--- src/rtl/adpcm_pkg.sv ---
// Shared widths and UART state encoding for the ADPCM serial output stage.
package adpcm_pkg;
    localparam int ADPCM_CODE_W   = 4;
    localparam int UART_DATA_BITS = 8;

    typedef enum logic [1:0] {
        IDLE,
        START,
        DATA,
        STOP
    } uart_state_e;
endpackage

--- src/rtl/adpcm_byte_fifo.sv ---
// Small synchronous byte FIFO; head entry is readable combinationally so the
// transmitter can load it in the same cycle it pops.
module adpcm_byte_fifo #(
    parameter int DEPTH = 4,
    parameter int WIDTH = 8
) (
    input  logic                     clk,
    input  logic                     rst_n,
    input  logic                     push,
    input  logic [WIDTH-1:0]         din,
    input  logic                     pop,
    output logic [WIDTH-1:0]         dout,
    output logic                     full,
    output logic                     empty,
    output logic [$clog2(DEPTH):0]   level
);
    localparam int AW = $clog2(DEPTH);

    logic [WIDTH-1:0] mem_q [DEPTH];
    logic [AW-1:0]    wr_ptr_q, wr_ptr_d;
    logic [AW-1:0]    rd_ptr_q, rd_ptr_d;
    logic [AW:0]      level_q, level_d;
    logic             push_ok, pop_ok;

    assign full  = (level_q == (AW+1)'(DEPTH));
    assign empty = (level_q == '0);
    assign level = level_q;
    assign dout  = mem_q[rd_ptr_q];

    always_comb begin
        pop_ok   = pop && !empty;
        // A full FIFO still accepts a push when the head leaves in the same cycle.
        push_ok  = push && (!full || pop_ok);
        wr_ptr_d = wr_ptr_q + AW'(push_ok);
        rd_ptr_d = rd_ptr_q + AW'(pop_ok);
        level_d  = level_q;
        if (push_ok && !pop_ok) begin
            level_d = level_q + 1'b1;
        end else if (pop_ok && !push_ok) begin
            level_d = level_q - 1'b1;
        end
    end

    always_ff @(posedge clk or negedge rst_n) begin
        if (!rst_n) begin
            wr_ptr_q <= '0;
            rd_ptr_q <= '0;
            level_q  <= '0;
        end else begin
            wr_ptr_q <= wr_ptr_d;
            rd_ptr_q <= rd_ptr_d;
            level_q  <= level_d;
        end
    end

    always_ff @(posedge clk) begin
        if (push_ok) begin
            mem_q[wr_ptr_q] <= din;
        end
    end
endmodule

--- src/rtl/adpcm_uart_tx.sv ---
// Packs ADPCM code pairs into bytes (first code in the low nibble), queues
// them and sends each as an 8N1 UART frame on tx.
module adpcm_uart_tx
    import adpcm_pkg::*;
#(
    parameter int CLK_DIV    = 104,
    parameter int FIFO_DEPTH = 4
) (
    input  logic                          clk,
    input  logic                          rst_n,
    input  logic                          code_valid,
    input  logic [ADPCM_CODE_W-1:0]       code,
    input  logic                          flush,
    output logic                          tx,
    output logic                          busy,
    output logic                          overflow,
    output logic [$clog2(FIFO_DEPTH):0]   fifo_level
);
    localparam int BAUD_W = $clog2(CLK_DIV);
    localparam int BIT_W  = $clog2(UART_DATA_BITS);

    uart_state_e               state_q, state_d;
    logic [BAUD_W-1:0]         baud_q, baud_d;
    logic [BIT_W-1:0]          bit_cnt_q, bit_cnt_d;
    logic [UART_DATA_BITS-1:0] shift_q, shift_d;
    logic                      tx_q, tx_d;
    logic                      half_q, half_d;
    logic [ADPCM_CODE_W-1:0]   hold_q, hold_d;
    logic                      overflow_q, overflow_d;

    logic                      push_req;
    logic [UART_DATA_BITS-1:0] push_byte;
    logic                      fifo_pop, fifo_full, fifo_empty, bit_end;
    logic [UART_DATA_BITS-1:0] fifo_dout;

    adpcm_byte_fifo #(
        .DEPTH (FIFO_DEPTH),
        .WIDTH (UART_DATA_BITS)
    ) u_fifo (
        .clk   (clk),
        .rst_n (rst_n),
        .push  (push_req),
        .din   (push_byte),
        .pop   (fifo_pop),
        .dout  (fifo_dout),
        .full  (fifo_full),
        .empty (fifo_empty),
        .level (fifo_level)
    );

    // Nibble packer: a code strobe always takes priority over flush.
    always_comb begin
        half_d    = half_q;
        hold_d    = hold_q;
        push_req  = 1'b0;
        push_byte = {code, hold_q};
        if (code_valid) begin
            if (half_q) begin
                push_req = 1'b1;
                half_d   = 1'b0;
            end else begin
                hold_d = code;
                half_d = 1'b1;
            end
        end else if (flush && half_q) begin
            push_req  = 1'b1;
            push_byte = {{ADPCM_CODE_W{1'b0}}, hold_q};
            half_d    = 1'b0;
        end
        overflow_d = overflow_q | (push_req && fifo_full && !fifo_pop);
    end

    always_comb begin
        state_d   = state_q;
        baud_d    = baud_q;
        bit_cnt_d = bit_cnt_q;
        shift_d   = shift_q;
        fifo_pop  = 1'b0;
        bit_end   = (baud_q == BAUD_W'(CLK_DIV - 1));
        if (state_q != IDLE) begin
            baud_d = bit_end ? '0 : baud_q + 1'b1;
        end
        case (state_q)
            IDLE: begin
                if (!fifo_empty) begin
                    fifo_pop = 1'b1;
                    shift_d  = fifo_dout;
                    baud_d   = '0;
                    state_d  = START;
                end
            end
            START: begin
                if (bit_end) begin
                    state_d   = DATA;
                    bit_cnt_d = '0;
                end
            end
            DATA: begin
                if (bit_end) begin
                    if (bit_cnt_q == BIT_W'(UART_DATA_BITS - 1)) begin
                        state_d = STOP;
                    end else begin
                        bit_cnt_d = bit_cnt_q + 1'b1;
                        shift_d   = shift_q >> 1;
                    end
                end
            end
            STOP: begin
                if (bit_end) begin
                    state_d = IDLE;
                end
            end
            default: state_d = IDLE;
        endcase
        // tx is decoded from the next state so the pin changes with the state register.
        case (state_d)
            START:   tx_d = 1'b0;
            DATA:    tx_d = shift_d[0];
            default: tx_d = 1'b1;
        endcase
    end

    always_ff @(posedge clk or negedge rst_n) begin
        if (!rst_n) begin
            state_q    <= IDLE;
            baud_q     <= '0;
            bit_cnt_q  <= '0;
            shift_q    <= '0;
            tx_q       <= 1'b1;
            half_q     <= 1'b0;
            hold_q     <= '0;
            overflow_q <= 1'b0;
        end else begin
            state_q    <= state_d;
            baud_q     <= baud_d;
            bit_cnt_q  <= bit_cnt_d;
            shift_q    <= shift_d;
            tx_q       <= tx_d;
            half_q     <= half_d;
            hold_q     <= hold_d;
            overflow_q <= overflow_d;
        end
    end

    assign tx       = tx_q;
    assign overflow = overflow_q;
    assign busy     = (state_q != IDLE) || !fifo_empty;
endmodule
--- config.mk ---
export PLATFORM = sky130hd
export DESIGN_NAME = adpcm_uart_tx
export DESIGN_NICKNAME = d
export VERILOG_FILES = /design/src/rtl/adpcm_pkg.sv /design/src/rtl/adpcm_byte_fifo.sv /design/src/rtl/adpcm_uart_tx.sv
export SDC_FILE = /design/constraint.sdc
export NUM_CORES = 1
export LEC_CHECK = 0
export CAP_MARGIN = 0
export CORE_MARGIN = 2
export CORE_UTILIZATION = 55
export CTS_BUF_LIST = sky130_fd_sc_hd__clkbuf_2
export CTS_CLUSTER_DIAMETER = 30
export CTS_CLUSTER_SIZE = 12
export DETAILED_ROUTE_END_ITERATION = 12
export MAX_ROUTING_LAYER = met4
export PLACE_DENSITY_LB_ADDON = 0.25
export SLEW_MARGIN = 5
export SYNTH_ARGS = -nofsm -noshare
export SYNTH_HDL_FRONTEND = slang
export SYNTH_SLANG_ARGS = --single-unit
--- constraint.sdc ---
create_clock -name clk -period 2.48 [get_ports clk]
set_input_delay 0.496 -clock clk [delete_from_list [all_inputs] [get_ports clk]]
set_output_delay 0.496 -clock clk [all_outputs]
set_load 0.01 [all_outputs]
==> metrics.yaml <==
die_h_um: 76.3
switching_share_pct: 27.5
finalMaxSlewViolations: 0
fin_crit_sh_pct: 94.6
ys_top_cells_by_area: "edfxtp_1 (33%), dfrtp_1 (29%), mux4_2 (6.3%)"
rr_worst_depth: 11
path_max_fanout: 4
synth_fp_nets: 218
synth_largest_area_cell: "edfxtp_1"
overflow: 0
worst_pin_slew_ns: 0.625
grt_max_degree: 35
cp_slowest_cell: "dfrtp_2"
fmax_ghz: 0.426
powerDensity_nw_per_um2: 778
path_cells: "or3_4 -> nor2_4 -> inv_1 -> dlygate4sd2_1"
rows: 26
drive_above_1_share_pct: 23.4
startpoint_type: "flop"
clock_sinks: 66
pwr-share-comb_pct: 17.6
slowest_delay_ns: 0.44
wl_per_cell_um: 17.0
wirelength_um: 5240
io_buffers: 13
ys_types: 47
cp_num_buf_inv: 2
num_vias: 1765
worstSetupStartpoint: "u_fifo.level[2]$_DFFE_PN0P_"
synth_most_common_cell: "dfrtp_1"
ant_nets: 0
synthTopCellsByCount: "dfrtp_1 (33), edfxtp_1 (32), nor2_1 (13)"
synth_top_area_share_pct: 33.4
drt-initial-drc-count: 107
hold_viol: 0
status: "completed"
area_growth_pct: 15.7
seq_area_frac_synth_pct: 63.1
p_int_mw: 1.88
clk_path_buf_depth: 2
power_frac_seq_pct: 53.0
antenna_found_initial: 0
route.detailed.drc: 0
drt-pass1-iter-count: 4
slew_headroom_pct: 57.9
cp-end-kind: "primary output"
crit_required_ns: 1.98
maxCapViolCount: 0
grt_pass1_vias: 1849
design.core.area_um2: 5070
root_buffer: "clkbuf_2"
antenna_cells: 0
boundaryPins: 14
r2r-start: "u_fifo.level[2]$_DFFE_PN0P_"
clk_latency_ns: 0.51
die_area_um2: 5820
yosys_warnings: 0
clkTransAtPathRegs_ns: 0.22
grt_first_pass_wirelength_um: 9080
worst_ep_arrival_time_ns: 1.85
place_ws_ns: -0.115
synth_seq_cells: 66
max-vdd-ir-drop_mv: 0.546
ys.flop_type: "dfrtp_1"
synth_edf_count: 32
gp_congestion: 0.816
totalPowerFinal_mw: 2.59
worst_slack_ns: 0.134
setup_viol: 0
cp_num_cells: 4
clkPwrFrac_pct: 29.3
dpl.hpwl_um: 3710
p_leak_nw: 1.27
initial_core_util_pct: 56.6
hold_class: "in -> async"
die_x_um: 76.3
cts_tree: "done"
crit_family: "simple AND/OR/NAND/NOR gates"
post-route-util_pct: 65.5
nets: 249
critPathKind: "reg -> out"
synth-async-reset-ratio_pct: 51.5
regToRegSetupSlack_ns: 0.20
worst_clock_skew_ns: 0.0369
power_switching_mw: 0.710
min_period_ns: 2.35
rsz0062_at_grt: "no"
cts_buffers: 9
via_per_inst: 5.71
grtUsageTotal_pct: 21.0
netlist_area_um2: 2870
syn_area_per_cell_um2: 14.2
htree_levels: 3
synthCells: 203
[cell families (layout without fill, tap and decap cells)]
group                    count (synthesis)  in the layout  synth area share [%]
multiplexers                            13             13                  8.23
AND/OR/NAND/NOR                         58             58                  11.1
buffers and inverters                   10             46                  1.57
XOR/XNOR                                 8              8                  2.44
AO/OA/AOI/OAI                           41             41                  10.2
flip-flops                              66             66                  63.1
adder cells (fa/ha/maj)                  7              7                  3.31
[registers in the layout, summed over array words and instances, names as in the netlist]
signal / count
u_fifo.level: 3
tx: 1
state_q: 2
u_fifo.wr_ptr_q: 2
shift_q: 8
u_fifo.mem_q: 32
u_fifo.rd_ptr_q: 2
baud_q: 7
half_q: 1
bit_cnt_q: 3
hold_q: 4
overflow: 1
[power by group through the flow]
stage                     clock, mW  sequential, mW  combinational, mW
after global placement            0            1.41              0.347
final                         0.758            1.37              0.456
after global routing          0.818            1.39              0.497
after floorplan                   0            1.41              0.184
after detailed placement          0            1.43              0.370
after CTS                     0.769            1.37              0.451
[stage by stage]
step | hold slack [ns] | cells | area [µm²] | TNS (ns)
floorplan | 0.200 | 203 | 2870 | 0
global placement | 0.466 | 289 | 3130 | 0
detailed placement | 0.465 | 289 | 3130 | -0.133
CTS | 0.350 | 308 | 3310 | 0
global route | 0.362 | 309 | 3320 | 0
finish | 0.359 | 309 | 3320 | 0
[worst reg2reg max path: cells and delay by family, from the launching register on]
family,cells,cell delay (ns)
xor gates and xnor gates,2,0.35
adders and majority gates,2,0.58
buffers and inverters,4,0.50
DFF,1,0.44
and+or+nand+nor,3,0.33
[cell type report]
class | count | area, µm²
Multi-Input combinational cell | 127 | 1040
Inverter | 5 | 18.8
Clock buffer | 9 | 45.0
Clock inverter | 7 | 101
Fill cell | 411 | 1750
Timing Repair Buffer | 25 | 219
Sequential cell | 66 | 1820
Tap cell | 70 | 87.6
[cells in the final DEF (no fill, tap or decap), types with 3 or more instances in the layout]
| cell type | count |
|---|---|
| a21o_1 | 7 |
| a22o_1 | 7 |
| and2_1 | 4 |
| buf_4 | 12 |
| clkbuf_2 | 9 |
| clkdlybuf4s50_1 | 12 |
| dfrtp_1 | 30 |
| dfrtp_2 | 3 |
| edfxtp_1 | 32 |
| ha_1 | 6 |
| inv_1 | 5 |
| mux2_2 | 5 |
| mux4_2 | 8 |
| nand2_1 | 12 |
| nand3_1 | 8 |
| nor2_1 | 12 |
| nor3_1 | 3 |
| o21ai_0 | 11 |
| xnor2_1 | 3 |
| xor2_1 | 5 |
[routing by layer]
metal  global-route usage, %  routed length [µm]  vias up
met5                       -                   0        -
met4                    10.2                  80        0
met2                    33.1                2810       34
met3                    3.91                 144        8
met1                    26.4                2210      891
li1                        -                   -      832
[what timing repair did]
item                       4_1_cts  5_1_grt
hold buffers                     0        0
resized for setup                8        2
pin swaps                        0        1
setup endpoints to repair        1        2
setup buffers                    3        1
[final timing paths]
kind,end
max in group asynchronous,tx$_DFF_PN1_
setup / recovery,busy
setup reg to reg,u_fifo.level[2]$_DFFE_PN0P_
hold / removal,bit_cnt_q[2]$_DFFE_PN0P_
min in group clk,overflow$_DFF_PN0_
hold reg to reg,overflow$_DFF_PN0_
Note: power is estimated with default switching activity, not from simulation.
